<file path="src/rtl/systolic_skew_feeder_pkg.sv">
// ---------------------------------------------------------------------------
// systolic_pkg
// Shared definitions for the systolic operand feeder:
//   - default channel count and word width
//   - feeder FSM state type
//   - lane_lsb(): bit offset of a lane inside a flattened N_CH*DATA_W bus
// ---------------------------------------------------------------------------
package systolic_pkg;

    localparam int DEFAULT_N_CH   = 4;
    localparam int DEFAULT_DATA_W = 16;

    typedef enum logic [1:0] {
        IDLE  = 2'd0,
        RUN   = 2'd1,
        FLUSH = 2'd2
    } feeder_state_t;

    function automatic int lane_lsb(input int lane, input int width);
        return lane * width;
    endfunction

endpackage

</file>
<file path="src/rtl/systolic_skew_feeder_bank.sv">
// ---------------------------------------------------------------------------
// feeder_bank
// Single-port DEPTH x DATA_W synchronous RAM with one cycle of read latency.
// Ports:
//   clk     system clock
//   i_en    access enable
//   i_we    write enable (qualified by i_en)
//   i_addr  word address
//   i_di    write data
//   o_do    registered read data; only updated by reads, so it holds its
//           value across idle cycles and writes
// The storage array and the read register are not reset.
// ---------------------------------------------------------------------------
module feeder_bank
    import systolic_pkg::*;
#(
    parameter int DATA_W = DEFAULT_DATA_W,
    parameter int DEPTH  = 16,
    parameter int ADDR_W = $clog2(DEPTH)
) (
    input  logic              clk,
    input  logic              i_en,
    input  logic              i_we,
    input  logic [ADDR_W-1:0] i_addr,
    input  logic [DATA_W-1:0] i_di,
    output logic [DATA_W-1:0] o_do
);

    logic [DATA_W-1:0] r_mem [DEPTH];
    logic [DATA_W-1:0] r_do;

    always_ff @(posedge clk) begin
        if (i_en) begin
            if (i_we) begin
                r_mem[i_addr] <= i_di;
            end else begin
                r_do <= r_mem[i_addr];
            end
        end
    end

    assign o_do = r_do;

endmodule

</file>
<file path="src/rtl/systolic_skew_feeder.sv">
// ---------------------------------------------------------------------------
// systolic_skew_feeder
// Streams N_CH unskewed word banks to the systolic array edge with diagonal
// skew: lane i is delayed by i beats, with the skew zeros generated here.
// Optional build macro SYSTOLIC_SKEW_FEEDER_REV_SKEW_EN: lane i is delayed by
// N_CH-1-i instead (anti-diagonal, lane N_CH-1 leads).
// Ports:
//   clk, rst_n        clock, async active-low reset
//   wr_en/wr_ch/      bank load port, accepted only in IDLE; wr_ch >= N_CH
//   wr_addr/wr_data   is dropped
//   start, len        stream request; len==0 ignored, len clamped to DEPTH
//   busy              high in RUN and FLUSH
//   done              one-cycle pulse on the final valid beat
//   out_valid         out_data carries a valid skewed beat
//   out_data          lane i at [i*DATA_W +: DATA_W]; holds when not valid
//
// state | meaning
// IDLE  | banks loadable, waiting for start with len != 0
// RUN   | issuing beat index t = 0 .. L+N_CH-2, one per cycle
// FLUSH | last read in flight; final beat and done are on the outputs
// ---------------------------------------------------------------------------
module systolic_skew_feeder
    import systolic_pkg::*;
#(
    parameter int N_CH   = DEFAULT_N_CH,
    parameter int DATA_W = DEFAULT_DATA_W,
    parameter int DEPTH  = 16,
    parameter int ADDR_W = $clog2(DEPTH),
    parameter int LEN_W  = $clog2(DEPTH + 1),
    parameter int CH_W   = (N_CH > 1) ? $clog2(N_CH) : 1
) (
    input  logic                   clk,
    input  logic                   rst_n,
    input  logic                   wr_en,
    input  logic [CH_W-1:0]        wr_ch,
    input  logic [ADDR_W-1:0]      wr_addr,
    input  logic [DATA_W-1:0]      wr_data,
    input  logic                   start,
    input  logic [LEN_W-1:0]       len,
    output logic                   busy,
    output logic                   done,
    output logic                   out_valid,
    output logic [N_CH*DATA_W-1:0] out_data
);

`ifdef SYSTOLIC_SKEW_FEEDER_REV_SKEW_EN
    localparam bit REV_SKEW = 1'b1;
`else
    localparam bit REV_SKEW = 1'b0;
`endif

    // Beat index reaches DEPTH+N_CH-2 at most.
    localparam int T_W = $clog2(DEPTH + N_CH);

    feeder_state_t     r_state;
    feeder_state_t     w_state_nxt;
    logic [T_W-1:0]    r_t;
    logic [LEN_W-1:0]  r_len;
    logic              r_vld;
    logic [N_CH-1:0]   r_lane_vld;
    logic [N_CH-1:0]   w_rd_en;
    logic [N_CH-1:0]   w_we;
    logic              w_start_ok;
    logic              w_t_last;
    logic [LEN_W-1:0]  w_len_clamp;
    logic [DATA_W-1:0] w_do [N_CH];

    assign w_start_ok  = start && (len != '0);
    assign w_len_clamp = (int'(len) > DEPTH) ? LEN_W'(DEPTH) : len;
    assign w_t_last    = (r_t == T_W'(r_len) + T_W'(N_CH - 2));

    always_ff @(posedge clk or negedge rst_n) begin
        if (!rst_n) begin
            r_state <= IDLE;
        end else begin
            r_state <= w_state_nxt;
        end
    end

    always_comb begin
        w_state_nxt = r_state;
        case (r_state)
            IDLE:    if (w_start_ok) w_state_nxt = RUN;
            RUN:     if (w_t_last)   w_state_nxt = FLUSH;
            FLUSH:   w_state_nxt = IDLE;
            default: w_state_nxt = IDLE;
        endcase
    end

    always_comb begin
        busy = (r_state != IDLE);
        done = (r_state == FLUSH);
    end

    always_ff @(posedge clk or negedge rst_n) begin
        if (!rst_n) begin
            r_t        <= '0;
            r_len      <= '0;
            r_vld      <= 1'b0;
            r_lane_vld <= '0;
        end else begin
            if (r_state == IDLE && w_start_ok) begin
                r_t   <= '0;
                r_len <= w_len_clamp;
            end else if (r_state == RUN) begin
                r_t <= r_t + T_W'(1);
            end
            // Beat issued in RUN lands one cycle later, alongside the bank read data.
            r_vld <= (r_state == RUN);
            if (r_state == RUN) begin
                r_lane_vld <= w_rd_en;
            end
        end
    end

    assign out_valid = r_vld;

    for (genvar g = 0; g < N_CH; g++) begin : g_lane
        localparam int DLY = REV_SKEW ? (N_CH - 1 - g) : g;

        logic [T_W-1:0] w_idx;

        // w_idx wraps when t < DLY; the t >= DLY term masks that case.
        assign w_idx      = r_t - T_W'(DLY);
        assign w_rd_en[g] = (r_state == RUN) && (r_t >= T_W'(DLY)) && (w_idx < T_W'(r_len));
        assign w_we[g]    = (r_state == IDLE) && wr_en && (int'(wr_ch) == g);

        feeder_bank #(
            .DATA_W (DATA_W),
            .DEPTH  (DEPTH),
            .ADDR_W (ADDR_W)
        ) u_bank (
            .clk    (clk),
            .i_en   (w_rd_en[g] | w_we[g]),
            .i_we   (w_we[g]),
            .i_addr (w_we[g] ? wr_addr : w_idx[ADDR_W-1:0]),
            .i_di   (wr_data),
            .o_do   (w_do[g])
        );

        // Padding zeros come from the registered lane mask, not from memory.
        assign out_data[lane_lsb(g, DATA_W) +: DATA_W] = r_lane_vld[g] ? w_do[g] : '0;
    end

endmodule
</file>
<file path="config.mk">
export PLATFORM = sky130hd
export DESIGN_NAME = systolic_skew_feeder
export DESIGN_NICKNAME = d
export VERILOG_FILES = /design/src/rtl/systolic_skew_feeder_pkg.sv /design/src/rtl/systolic_skew_feeder_bank.sv /design/src/rtl/systolic_skew_feeder.sv
export SDC_FILE = /design/constraint.sdc
export NUM_CORES = 1
export LEC_CHECK = 0
export CORE_MARGIN = 5
export CORE_UTILIZATION = 55
export CTS_CLUSTER_SIZE = 8
export DETAILED_ROUTE_END_ITERATION = 8
export HOLD_SLACK_MARGIN = 0.02
export PLACE_DENSITY = 0.77
export REMOVE_ABC_BUFFERS = 1
export SLEW_MARGIN = 15
export SYNTH_ARGS = -nofsm -noshare
export SYNTH_HDL_FRONTEND = slang
export SYNTH_HIERARCHICAL = 1
export SYNTH_SLANG_ARGS = --single-unit
</file>
<file path="constraint.sdc">
create_clock -name clk -period 4.5 [get_ports clk]
set_input_delay 1.125 -clock clk [delete_from_list [all_inputs] [get_ports clk]]
set_output_delay 1.125 -clock clk [all_outputs]
set_load 0.01 [all_outputs]
</file>
==> impl_metrics.csv, run 1 <==
group,metric,value,unit
sta,finalSetupViolations,0,
status,outcome,"completed",
clocking,cts_tree,"done",
power_and_ir_drop,swShare,0.3071,
logic_synthesis,async_flop_share,0.01538,
sta,rsz0062_at_grt,"false",
power_and_ir_drop,power.share.clock,0.309,
layout,multiInputGateArea,0.009365,sq mm
setup_path,reg2reg_setup_slack,0.68,ns
logic_synthesis,yosysWarnings,6,
clocking,clockBufferDepth,3,
grt,grt_pass1_vias,22730,
power_and_ir_drop,power_density,670.9,mW/mm^2
die,rows,102,
grt,antenna_found_initial,4,
worst_hold_path,hp-start,"r_len[3]",
clocking,clkTransAtPathRegs,0.05,ns
sta,setup_ws,0.6848,ns
worst_hold_path,hold_path_class,"register to register",
grt,grt_overflow,0,
placed_design,gp_congestion,0.8505,
clocking,cts_setup_buffers,0,
grt,grt_max_degree,65,
power_and_ir_drop,power_frac_comb,0.320,
setup_path,start_kind,"register",
placed_design,io_buffers,97,
clocking,htree_levels,4,
logic_synthesis,synth-edff-count,1088,
drt,totalWireLength,96310,um
clocking,cts.sinks,1105,
power_and_ir_drop,ir_drop,0.4379,mV
clocking,cts_hold_repair.buffers,0,
logic_synthesis,synth_area_leaders,"edfxtp_1, mux4_2, a22oi_1, and2_1, dfrtp_1",
worst_hold_path,worstHoldEndpoint,"r_len[3]",
setup_path,path_class,"register to register",
layout,seq_area,0.03310,sq mm
die,dieArea,0.08409,sq mm
grt,track_usage,0.2302,
placed_design,place_ws,0.1822,ns
setup_path,crit_required,4.93,ns
drt,vias_per_cell,6.223,
sta,whs,0.5537,ns
placed_design,hpwl,55240,um
sta,relSlewSlack,0.2159,
placed_design,dpl_cell_area,0.04614,sq mm
sta,skew,0.02144,ns
drt,ant_nets,0,
logic_synthesis,seq_area_frac_synth,0.7677,
drt,wire_per_inst,28.30,um
layout,layout_commonest_cell,"edfxtp_1",
sta,final_hold_viol_count,0,
logic_synthesis,synth_top_area_share,0.7578,
die,core_area,0.07759,sq mm
layout,nFillCells,4972,
layout,final_cell_count_no_fill,3403,
layout,area_growth,17.07,%
layout,nets,2372,
setup_path,end_kind,"register",
drt,vias,21180,
power_and_ir_drop,power_switching,10400,uW
layout,fin_area,0.05047,sq mm
sta,slew_violations,0,
clocking,cts-buffers-inserted,156,
job,drv_cap,0,
clocking,cts_resized,0,
placed_design,post-place-cells,3196,
die,die-height,290.0,um
setup_path,timing.rr.start,"r_t[3]",
logic_synthesis,syn_area_per_cell,21.35,sq um
setup_path,ff2ff_path_depth,10,
layout,fin_util,0.6505,
layout,mostFrequentLayoutCells,"edfxtp_1, mux4_2, clkbuf_16",
sta,fin_crit_sh,0.8478,
logic_synthesis,yosysTopAreaCell,"edfxtp_1",
clocking,clk_latency,0.73,ns
logic_synthesis,syn_inst,2019,
grt,grt_pass1_wl,145500,um
logic_synthesis,ys.flop_type,"edfxtp_1",
logic_synthesis,syn_area,0.04311,sq mm
drt,drt_iter0_markers,2303,
power_and_ir_drop,leakage,0.01648,uW
setup_path,crit_arrival,4.24,ns
logic_synthesis,synth_cell_type_count,42,
worst_hold_path,hold_depth,2,
clocking,clockRootBuffer,"clkbuf_16",
die,die_w,290.0,um
power_and_ir_drop,seq_power_share,0.371,
sta,fmax,0.2621,GHz
die,num_io_pins,98,
layout,drive_gt1_frac,0.2800,
setup_path,crit_fanout,14,
drt,drt_drc_violations_left,0,
logic_synthesis,ys_ff_latch,1105,
die,start_util,0.5556,
sta,worst_pin_slew,1.176,ns
setup_path,worstReg2RegEnd,"g_lane[2].u_bank/r_mem[4][1]",
setup_path,crit_start,"r_t[3]",
sta,finalCriticalPeriod,3.815,ns
drt,first_pass_iters,8,
power_and_ir_drop,power.internal,23460,uW
## Yosys cell counts, drive strengths merged, types with 2 or more instances
cell type,n
a21oi,14
o21ai,20
or3,4
mux2,9
xor2,7
clkbuf,39
nor3,21
ha,27
and2,68
nand3b,2
nand2,92
inv,18
nor2,63
edfxtp,1088
nand4b,10
dfrtp,17
nor2b,16
nand4,5
mux4,256
nand2b,14
a22oi,128
nand3,11
buf,73
xnor2,7
## power by group through the flow
| stage | Sequential [uW] | Clock [uW] | Combinational (uW) |
|---|---|---|---|
| after floorplan | 12600 | 0 | 7500 |
| after global placement | 12800 | 0 | 10500 |
| after global routing | 12600 | 11100 | 11600 |
| final | 12600 | 10500 | 10800 |
| after detailed placement | 12800 | 0 | 10800 |
| after CTS | 12600 | 10700 | 10900 |
## through the flow
step / TNS [ns] / power (uW)
2_1_floorplan: -4461.55 / 20100
3_3_place_gp: 0 / 23230
3_5_place_dp: 0 / 23600
4_1_cts: 0 / 34170
5_1_grt: 0 / 35360
6_report: 0 / 33860
## cells by family (layout without fill, tap and decap cells)
logic type,after synthesis,after routing,synth area share
other,0,2,0
xor gates and xnor gates,14,14,0.002844
muxes,265,265,0.1361
DFF,1105,1105,0.7677
buffers and inverters,130,472,0.01869
adders and majority gates,27,27,0.007836
AOI/OAI and AO/OA,168,168,0.03062
and+or+nand+nor,310,310,0.03628
## flip-flops by register name, summed over array words and instances, names as in the netlist
signal               flops
r_lane_vld               4
g_lane.u_bank/o_do      64
r_state                  2
out_valid                1
g_lane.u_bank/r_mem   1024
r_len                    5
r_t                      5
## critical path: stages, from the launching register on
cell	delay [ns]
dfrtp_1	0.72
nor3_1	0.12
xor2_1	0.17
ha_1	0.31
a21oi_1	0.13
nand3_1	0.12
o21ai_0	0.34
nand2_1	0.07
or3_1	0.34
nor2_1	0.88
buf_4	0.32
## cell type report
cell class / count / area share
sequential: 1105 / 0.6557
multi-input combinational: 784 / 0.1855
clock buffer: 194 / 0.08228
timing repair buffer: 249 / 0.04591
tap: 1040 / 0.02578
clock inverter: 11 / 0.003322
inverter: 18 / 0.001339
antenna: 2 / 0.00009916
## how the worst max path moves through the flow
| stage | cells past startpoint | slack [ns] | end |
|---|---|---|---|
| 6_report | 10 | 0.68 | g_lane[2].u_bank/r_mem[4][1] |
| 5_1_grt | 10 | 0.40 | g_lane[2].u_bank/r_mem[4][1] |
| 4_1_cts | 10 | 0.70 | g_lane[2].u_bank/r_mem[4][3] |
| 3_5_place_dp | 7 | 0.18 | g_lane[1].u_bank/o_do[2] |
| 3_3_place_gp | 7 | 0.27 | g_lane[1].u_bank/o_do[2] |
| 2_1_floorplan | 4 | -7.80 | g_lane[0].u_bank/r_mem[3][0] |
## metal layers
| layer | share of wire | vias up | global-route usage | wire length, um |
|---|---|---|---|---|
| li1 | - | 8892 | - | - |
| met1 | 0.38 | 11140 | 0.3076 | 36410 |
| met2 | 0.52 | 978 | 0.3922 | 50160 |
| met3 | 0.077 | 162 | 0.04589 | 7390 |
| met4 | 0.024 | 2 | 0.06702 | 2328 |
| met5 | 0.00021 | - | 0 | 20 |
Note: power is estimated with default switching activity, not from simulation.
==> run 2, diff against run 1 <==
==> constraint.sdc (replaced) <==
create_clock -name clk -period 3.9 [get_ports clk]
set_input_delay 0.975 -clock clk [delete_from_list [all_inputs] [get_ports clk]]
set_output_delay 0.975 -clock clk [all_outputs]
set_load 0.01 [all_outputs]
==> run 2 against run 1 <==
  * Flip-flop and latch count stayed put
  * Worst setup slack lost 0.42 ns
  * Critical path type unchanged
  * Wire length is 1.4% higher
  * Critical endpoint is now g_lane[1].u_bank/r_mem[8][9]
  * Clock skew down 0.0041 ns
  * Highest routed layer unchanged
  * Via count increased by 2.6%
  * Worst hold slack lost 0.0063 ns
  * Sequential power up 15%
  * Clock-buffer cell count is 12 lower
==> impl_metrics.csv, run 2 (synthesis gave the netlist of run 1 again) <==
group,metric,value,unit
drt,totalWireLength,97680,um
setup_path,reg2reg_setup_slack,0.27,ns
die,num_io_pins,98,
drt,wl_met3,7797,um
clocking,cts_hold_repair.buffers,0,
setup_path,path_class,"register to register",
clocking,clkTransAtPathRegs,0.05,ns
setup_path,timing.rr.start,"r_t[2]",
layout,largest_reg_flops,1024,
drt,routed-wl-met2,50690,um
grt,grt_pass1_wl,147600,um
placed_design,io_buffers,97,
drt,drt_iter0_markers,2564,
setup_path,crit_arrival,4.05,ns
sta,finalCriticalPeriod,3.631,ns
layout,area_growth,19.59,%
grt,grt_max_degree,65,
layout,nets,2456,
placed_design,gp_congestion,0.8312,
layout,fin_util,0.6645,
setup_path,crit_start,"r_t[2]",
setup_path,end_kind,"register",
worst_hold_path,hold_path_class,"register to register",
grt,grt_overflow,0,
sta,finalSetupViolations,0,
drt,drt_drc_violations_left,0,
sta,fin_crit_sh,0.9310,
power_and_ir_drop,p_total,40190,uW
clocking,cts-buffers-inserted,156,
clocking,htree_levels,4,
layout,nFillCells,4859,
clocking,cts.sinks,1105,
die,die-height,290.0,um
sta,skew,0.01736,ns
sta,rsz0062_at_grt,"false",
setup_path,crit_fanout,6,
job,drv_cap,0,
layout,mostFrequentLayoutCells,"edfxtp_1, mux4_2, buf_4",
status,outcome,"completed",
sta,relSlewSlack,0.1982,
drt,vias,21730,
power_and_ir_drop,ir_drop,0.4109,mV
sta,final.setup.tns,0,ns
clocking,clockBufferDepth,3,
clocking,cts_tree,"done",
setup_path,start_kind,"register",
die,dieArea,0.08409,sq mm
drt,vias_per_cell,6.251,
sta,final_hold_viol_count,0,
layout,layout_commonest_cell,"edfxtp_1",
layout,final_cell_count_no_fill,3476,
drt,wire_per_inst,28.10,um
clocking,clockRootBuffer,"clkbuf_16",
drt,drt-met1-wl,36680,um
drt,first_pass_iters,5,
sta,worst_pin_slew,1.200,ns
setup_path,worstReg2RegEnd,"g_lane[1].u_bank/r_mem[8][9]",
placed_design,hpwl,58030,um
die,start_util,0.5556,
setup_path,ff2ff_path_depth,12,
layout,regMostFlops,"g_lane.u_bank/r_mem",
power_and_ir_drop,leakage,0.01700,uW
grt,grt_pass1_vias,23110,
setup_path,crit_required,4.32,ns
sta,fmax,0.2754,GHz
layout,drive_gt1_frac,0.3060,
sta,slew_violations,0,
die,rows,102,
drt,routed.top_layer,"met5",
setup_path,crit_end,"g_lane[1].u_bank/r_mem[8][9]",
placed_design,post-place-cells,3280,
drt,ant_nets,0,
die,die_w,290.0,um
grt,track_usage,0.2327,
grt,antenna_found_initial,3,
die,core_area,0.07759,sq mm
clocking,clk_latency,0.72,ns
power_and_ir_drop,power_density,779.5,mW/mm^2
[run 2: where the power goes]
| part | total, uW | switching (uW) | internal (uW) |
|---|---|---|---|
| registers | 14500 | 359 | 14200 |
| logic | 13800 | 7320 | 6520 |
| clock network | 11800 | 4620 | 7210 |
[run 2: how the worst min path moves through the flow]
| stage | start | end | slack [ns] | cells past startpoint |
|---|---|---|---|---|
| 6_report | r_len[3] | r_len[3] | 0.55 | 2 |
| 2_1_floorplan | r_len[3] | r_len[3] | 0.47 | 2 |
| 3_5_place_dp | r_len[3] | r_len[3] | 0.53 | 2 |
| 3_3_place_gp | r_len[3] | r_len[3] | 0.52 | 2 |
| 5_1_grt | r_len[3] | r_len[3] | 0.57 | 2 |
| 4_1_cts | r_len[3] | r_len[3] | 0.54 | 2 |
[run 2: worst max-delay path, stage by stage, from the launching register on]
cell      delay [ns]
dfrtp_1         0.38
inv_1           0.25
ha_1            0.27
a21boi_0        0.37
xor2_1          0.29
ha_1            0.29
nand2_1         0.07
a21oi_1         0.06
o21ai_2         0.30
nand2_1         0.08
or3_1           0.41
nor2_1          0.34
buf_4           0.23
[run 2: cell type report]
type,instances,area [sq um],share of cell area
diodes,1,2.502,0.00004853
clock buffers,182,4044,0.07843
clock inverters,13,185.2,0.003591
inverters,18,67.56,0.001310
multi-input cells,784,9369,0.1817
flip-flops and latches,1105,33100,0.6419
well taps,1040,1301,0.02524
repair buffers,333,3496,0.06780
[run 2: timing repair]
action / 4_1_cts / 5_1_grt
setup buffers: 0 / 0
endpoints found under the setup margin: 0 / 77
endpoints found under the hold margin: 0 / 0
gates resized for setup: 0 / 2
[run 2: metrics by stage]
step	hold slack [ns]	area, sq um	setup slack [ns]
CTS	0.5442	51550	0.01541
detailed placement	0.5338	47320	-0.07953
floorplan	0.4710	42380	-8.252
global route	0.5669	51560	0.09828
finish	0.5474	51560	0.2691
global placement	0.5179	47320	-0.09338
[run 2: metal layers]
layer,GRT usage,vias to the layer above
met1,0.3107,11400
met3,0.04795,186
met4,0.06632,2
met2,0.3961,1070
li1,-,9071
met5,0,-
==> run 3, diff against run 2 <==
--- a/config.mk
+++ b/config.mk
@@ -6,14 +6,12 @@
 export NUM_CORES = 1
 export LEC_CHECK = 0
 export CORE_MARGIN = 5
-export CORE_UTILIZATION = 55
+export CORE_UTILIZATION = 40
 export CTS_CLUSTER_SIZE = 8
 export DETAILED_ROUTE_END_ITERATION = 8
-export HOLD_SLACK_MARGIN = 0.02
-export PLACE_DENSITY = 0.77
+export PLACE_DENSITY = 0.6
 export REMOVE_ABC_BUFFERS = 1
 export SLEW_MARGIN = 15
 export SYNTH_ARGS = -nofsm -noshare
 export SYNTH_HDL_FRONTEND = slang
-export SYNTH_HIERARCHICAL = 1
 export SYNTH_SLANG_ARGS = --single-unit
==> run 3 against run 2 <==
  * Die area is 40% higher
  * Synthesized cell count up 32%
  * Worst setup slack improved by 0.17 ns
  * Highest routed layer unchanged
  * Sequential power about the same
  * Final area up 3.4%
  * Critical endpoint is now out_data[47]
  * Register-to-register slack improved by 0.26 ns
==> impl_metrics.csv, run 3 <==
group,metric,value,unit
grt,met1_usage,0.2671,
power_and_ir_drop,power_frac_comb,0.340,
logic_synthesis,syn_inst,2667,
sta,skew,0.02146,ns
placed_design,gp_congestion,0.8238,
layout,multiInputGateArea,0.01060,sq mm
die,rows,122,
grt,top_usage_layer,"met2",
worst_hold_path,hp-start,"r_len[1]",
clocking,cts_resized,0,
sta,relSlewSlack,0.2479,
sta,finalCriticalPeriod,3.460,ns
power_and_ir_drop,power_density,759.4,mW/mm^2
sta,rsz0062_at_grt,"false",
logic_synthesis,synth_top_area_share,0.7353,
power_and_ir_drop,ir_drop,0.6182,mV
grt,grt_overflow,0,
clocking,clockBufferDepth,3,
clocking,clk_latency,0.74,ns
setup_path,crit_fanout,17,
layout,drive_gt1_frac,0.1875,
drt,drt_drc_violations_left,0,
job,drv_cap,0,
clocking,cts.sinks,1105,
placed_design,io_buffers,97,
layout,mostFrequentLayoutCells,"edfxtp_1, a22oi_1, a21oi_1",
layout,nFillCells,9251,
layout,fin_area,0.05330,sq mm
clocking,cts-buffers-inserted,156,
drt,first_pass_iters,5,
clocking,cts_setup_buffers,0,
power_and_ir_drop,p_total,40480,uW
placed_design,dpl_cell_area,0.04897,sq mm
power_and_ir_drop,swShare,0.3296,
die,num_io_pins,98,
setup_path,critPathSlowestCell,"dfrtp_1",
worst_hold_path,hold_path_class,"register to register",
grt,track_usage,0.2002,
logic_synthesis,synth_cell_type_count,51,
drt,vias_per_cell,5.858,
grt,grt.met3_usage,0.04457,
drt,drt_iter0_markers,2699,
setup_path,end_kind,"output port",
grt,grt_max_degree,70,
setup_path,timing.rr.start,"r_t[1]",
logic_synthesis,syn_area,0.04443,sq mm
logic_synthesis,ys.flop_type,"edfxtp_1",
grt,antenna_found_initial,7,
sta,worst_pin_slew,1.128,ns
sta,fmax,0.2890,GHz
layout,nets,3017,
setup_path,max_stage_delay,0.90,ns
power_and_ir_drop,power_switching,13340,uW
sta,final.setup.tns,0,ns
power_and_ir_drop,power.share.clock,0.298,
clocking,clockRootBuffer,"clkbuf_16",
die,dieArea,0.1178,sq mm
clocking,cts_hold_repair.buffers,0,
logic_synthesis,yosysWarnings,0,
layout,largest_reg_flops,1024,
sta,slew_violations,0,
setup_path,crit_arrival,2.49,ns
die,start_util,0.4020,
logic_synthesis,seq_area_frac_synth,0.7449,
drt,wire_per_inst,26.39,um
drt,ant_nets,0,
logic_synthesis,synth-edff-count,1088,
setup_path,path_class,"register to output port",
grt,grt_pass1_wl,176000,um
grt,grt_pass1_vias,27220,
layout,regMostFlops,"g_lane.u_bank.r_mem",
logic_synthesis,synth.top_cells.by_count,"edfxtp_1, a22oi_1, a21oi_1, nand2_1, mux4_2",
layout,area_growth,19.97,%
logic_synthesis,syn_area_per_cell,16.66,sq um
clocking,clkTransAtPathRegs,0.05,ns
layout,final_cell_count_no_fill,4498,
setup_path,crit_start,"r_lane_vld[2]",
layout,seq_area,0.03310,sq mm
sta,finalSetupViolations,0,
die,die-height,343.3,um
placed_design,hpwl,69620,um
setup_path,crit_chain,"and2_1 > clkdlybuf4s50_1",
clocking,cts_tree,"done",
grt,grtUsageMet2,0.3257,
status,outcome,"completed",
drt,vias,26350,
setup_path,crit_required,2.92,ns
setup_path,start_kind,"register",
clocking,htree_levels,4,
sta,final_hold_viol_count,0,
layout,layout_commonest_cell,"edfxtp_1",
logic_synthesis,synth_area_leaders,"edfxtp_1, mux4_2, a22oi_1, a21oi_1, nand2_1",
die,die_w,343.3,um
logic_synthesis,async_flop_share,0.01538,
sta,fin_crit_sh,0.8873,
power_and_ir_drop,seq_power_share,0.362,
power_and_ir_drop,power.internal,27140,uW
logic_synthesis,ys_ff_latch,1105,
die,core_area,0.1105,sq mm
logic_synthesis,yosysMostFrequentCell,"edfxtp_1",
placed_design,post-place-cells,4289,
power_and_ir_drop,leakage,0.01731,uW
logic_synthesis,yosysTopAreaCell,"edfxtp_1",
drt,totalWireLength,118700,um
==> run 3: changes by cell type in the layout (fill, tap and decap cells not counted), moves of 38 or more <==
cell	previous run	this run
nor2_1	62	100
or4_1	0	65
o22ai_1	1	48
a21oi_1	10	199
a22oi_1	104	261
mux4_2	256	126
nand2_1	92	178
a211oi_1	0	63
==> run 3: area by class of cell <==
class                      count  share of cell area
clock buffer                 191             0.07770
timing repair buffer         308             0.06277
antenna                        7           0.0003286
tap                         1488             0.03493
inverter                      15            0.001056
sequential                  1105              0.6210
clock inverter                11            0.003310
multi-input combinational   1373              0.1989
==> run 3: critical path, delay by kind of cell, from the launching register on <==
kind | cells | cell delay, ns
buffers and inverters | 1 | 0.56
flip-flops | 1 | 0.90
AND/OR/NAND/NOR | 1 | 0.29
==> run 3: cell families (layout without fill, tap and decap cells) <==
group,after synthesis,in the layout,share of synthesized area
DFF,1105,1105,0.7449
other,0,7,0
and+or+nand+nor,539,539,0.06167
AOI/OAI and AO/OA,666,666,0.09930
adders and majority gates,27,27,0.007603
buffers and inverters,189,525,0.01963
xor gates and xnor gates,14,14,0.002760
muxes,127,127,0.06412
==> run 3: worst paths after layout <==
path / end / slack, ns / depth (start not counted)
worst max-delay path: out_data[47] / 0.44 / 2
worst min-delay path: r_len[1] / 0.55 / 2
worst max register to register: g_lane[1].u_bank.o_do[10] / 0.53 / 9
worst min register to register: r_len[1] / 0.55 / 2
max in group asynchronous: r_t[0] / 2.37 / 1
min in group asynchronous: r_len[0] / 0.80 / 1
==> run 3: routing by layer <==
layer / part of all wire / vias up
met5: 0.00010 / -
met4: 0.030 / 2
met3: 0.085 / 222
met2: 0.48 / 1213
met1: 0.40 / 13520
li1: - / 11400
==> run 3: power groups by stage <==
stage | Combinational, uW | Clock [uW] | Sequential, uW
6_report | 13800 | 12100 | 14700
5_1_grt | 14800 | 12800 | 14700
4_1_cts | 13800 | 12300 | 14700
3_5_place_dp | 13800 | 0 | 14900
3_3_place_gp | 13600 | 0 | 14900
2_1_floorplan | 7450 | 0 | 14700
==> run 3: metrics by stage <==
stage	utilization	setup WS, ns	hold WS, ns
after floorplan	-	-5.586	0.4842
after global placement	0.4431	-0.01847	0.5387
after detailed placement	0.4431	-0.08301	0.5453
after CTS	0.4821	0.3614	0.5552
after global routing	0.4821	0.3485	0.6106
final	0.4823	0.4396	0.5518
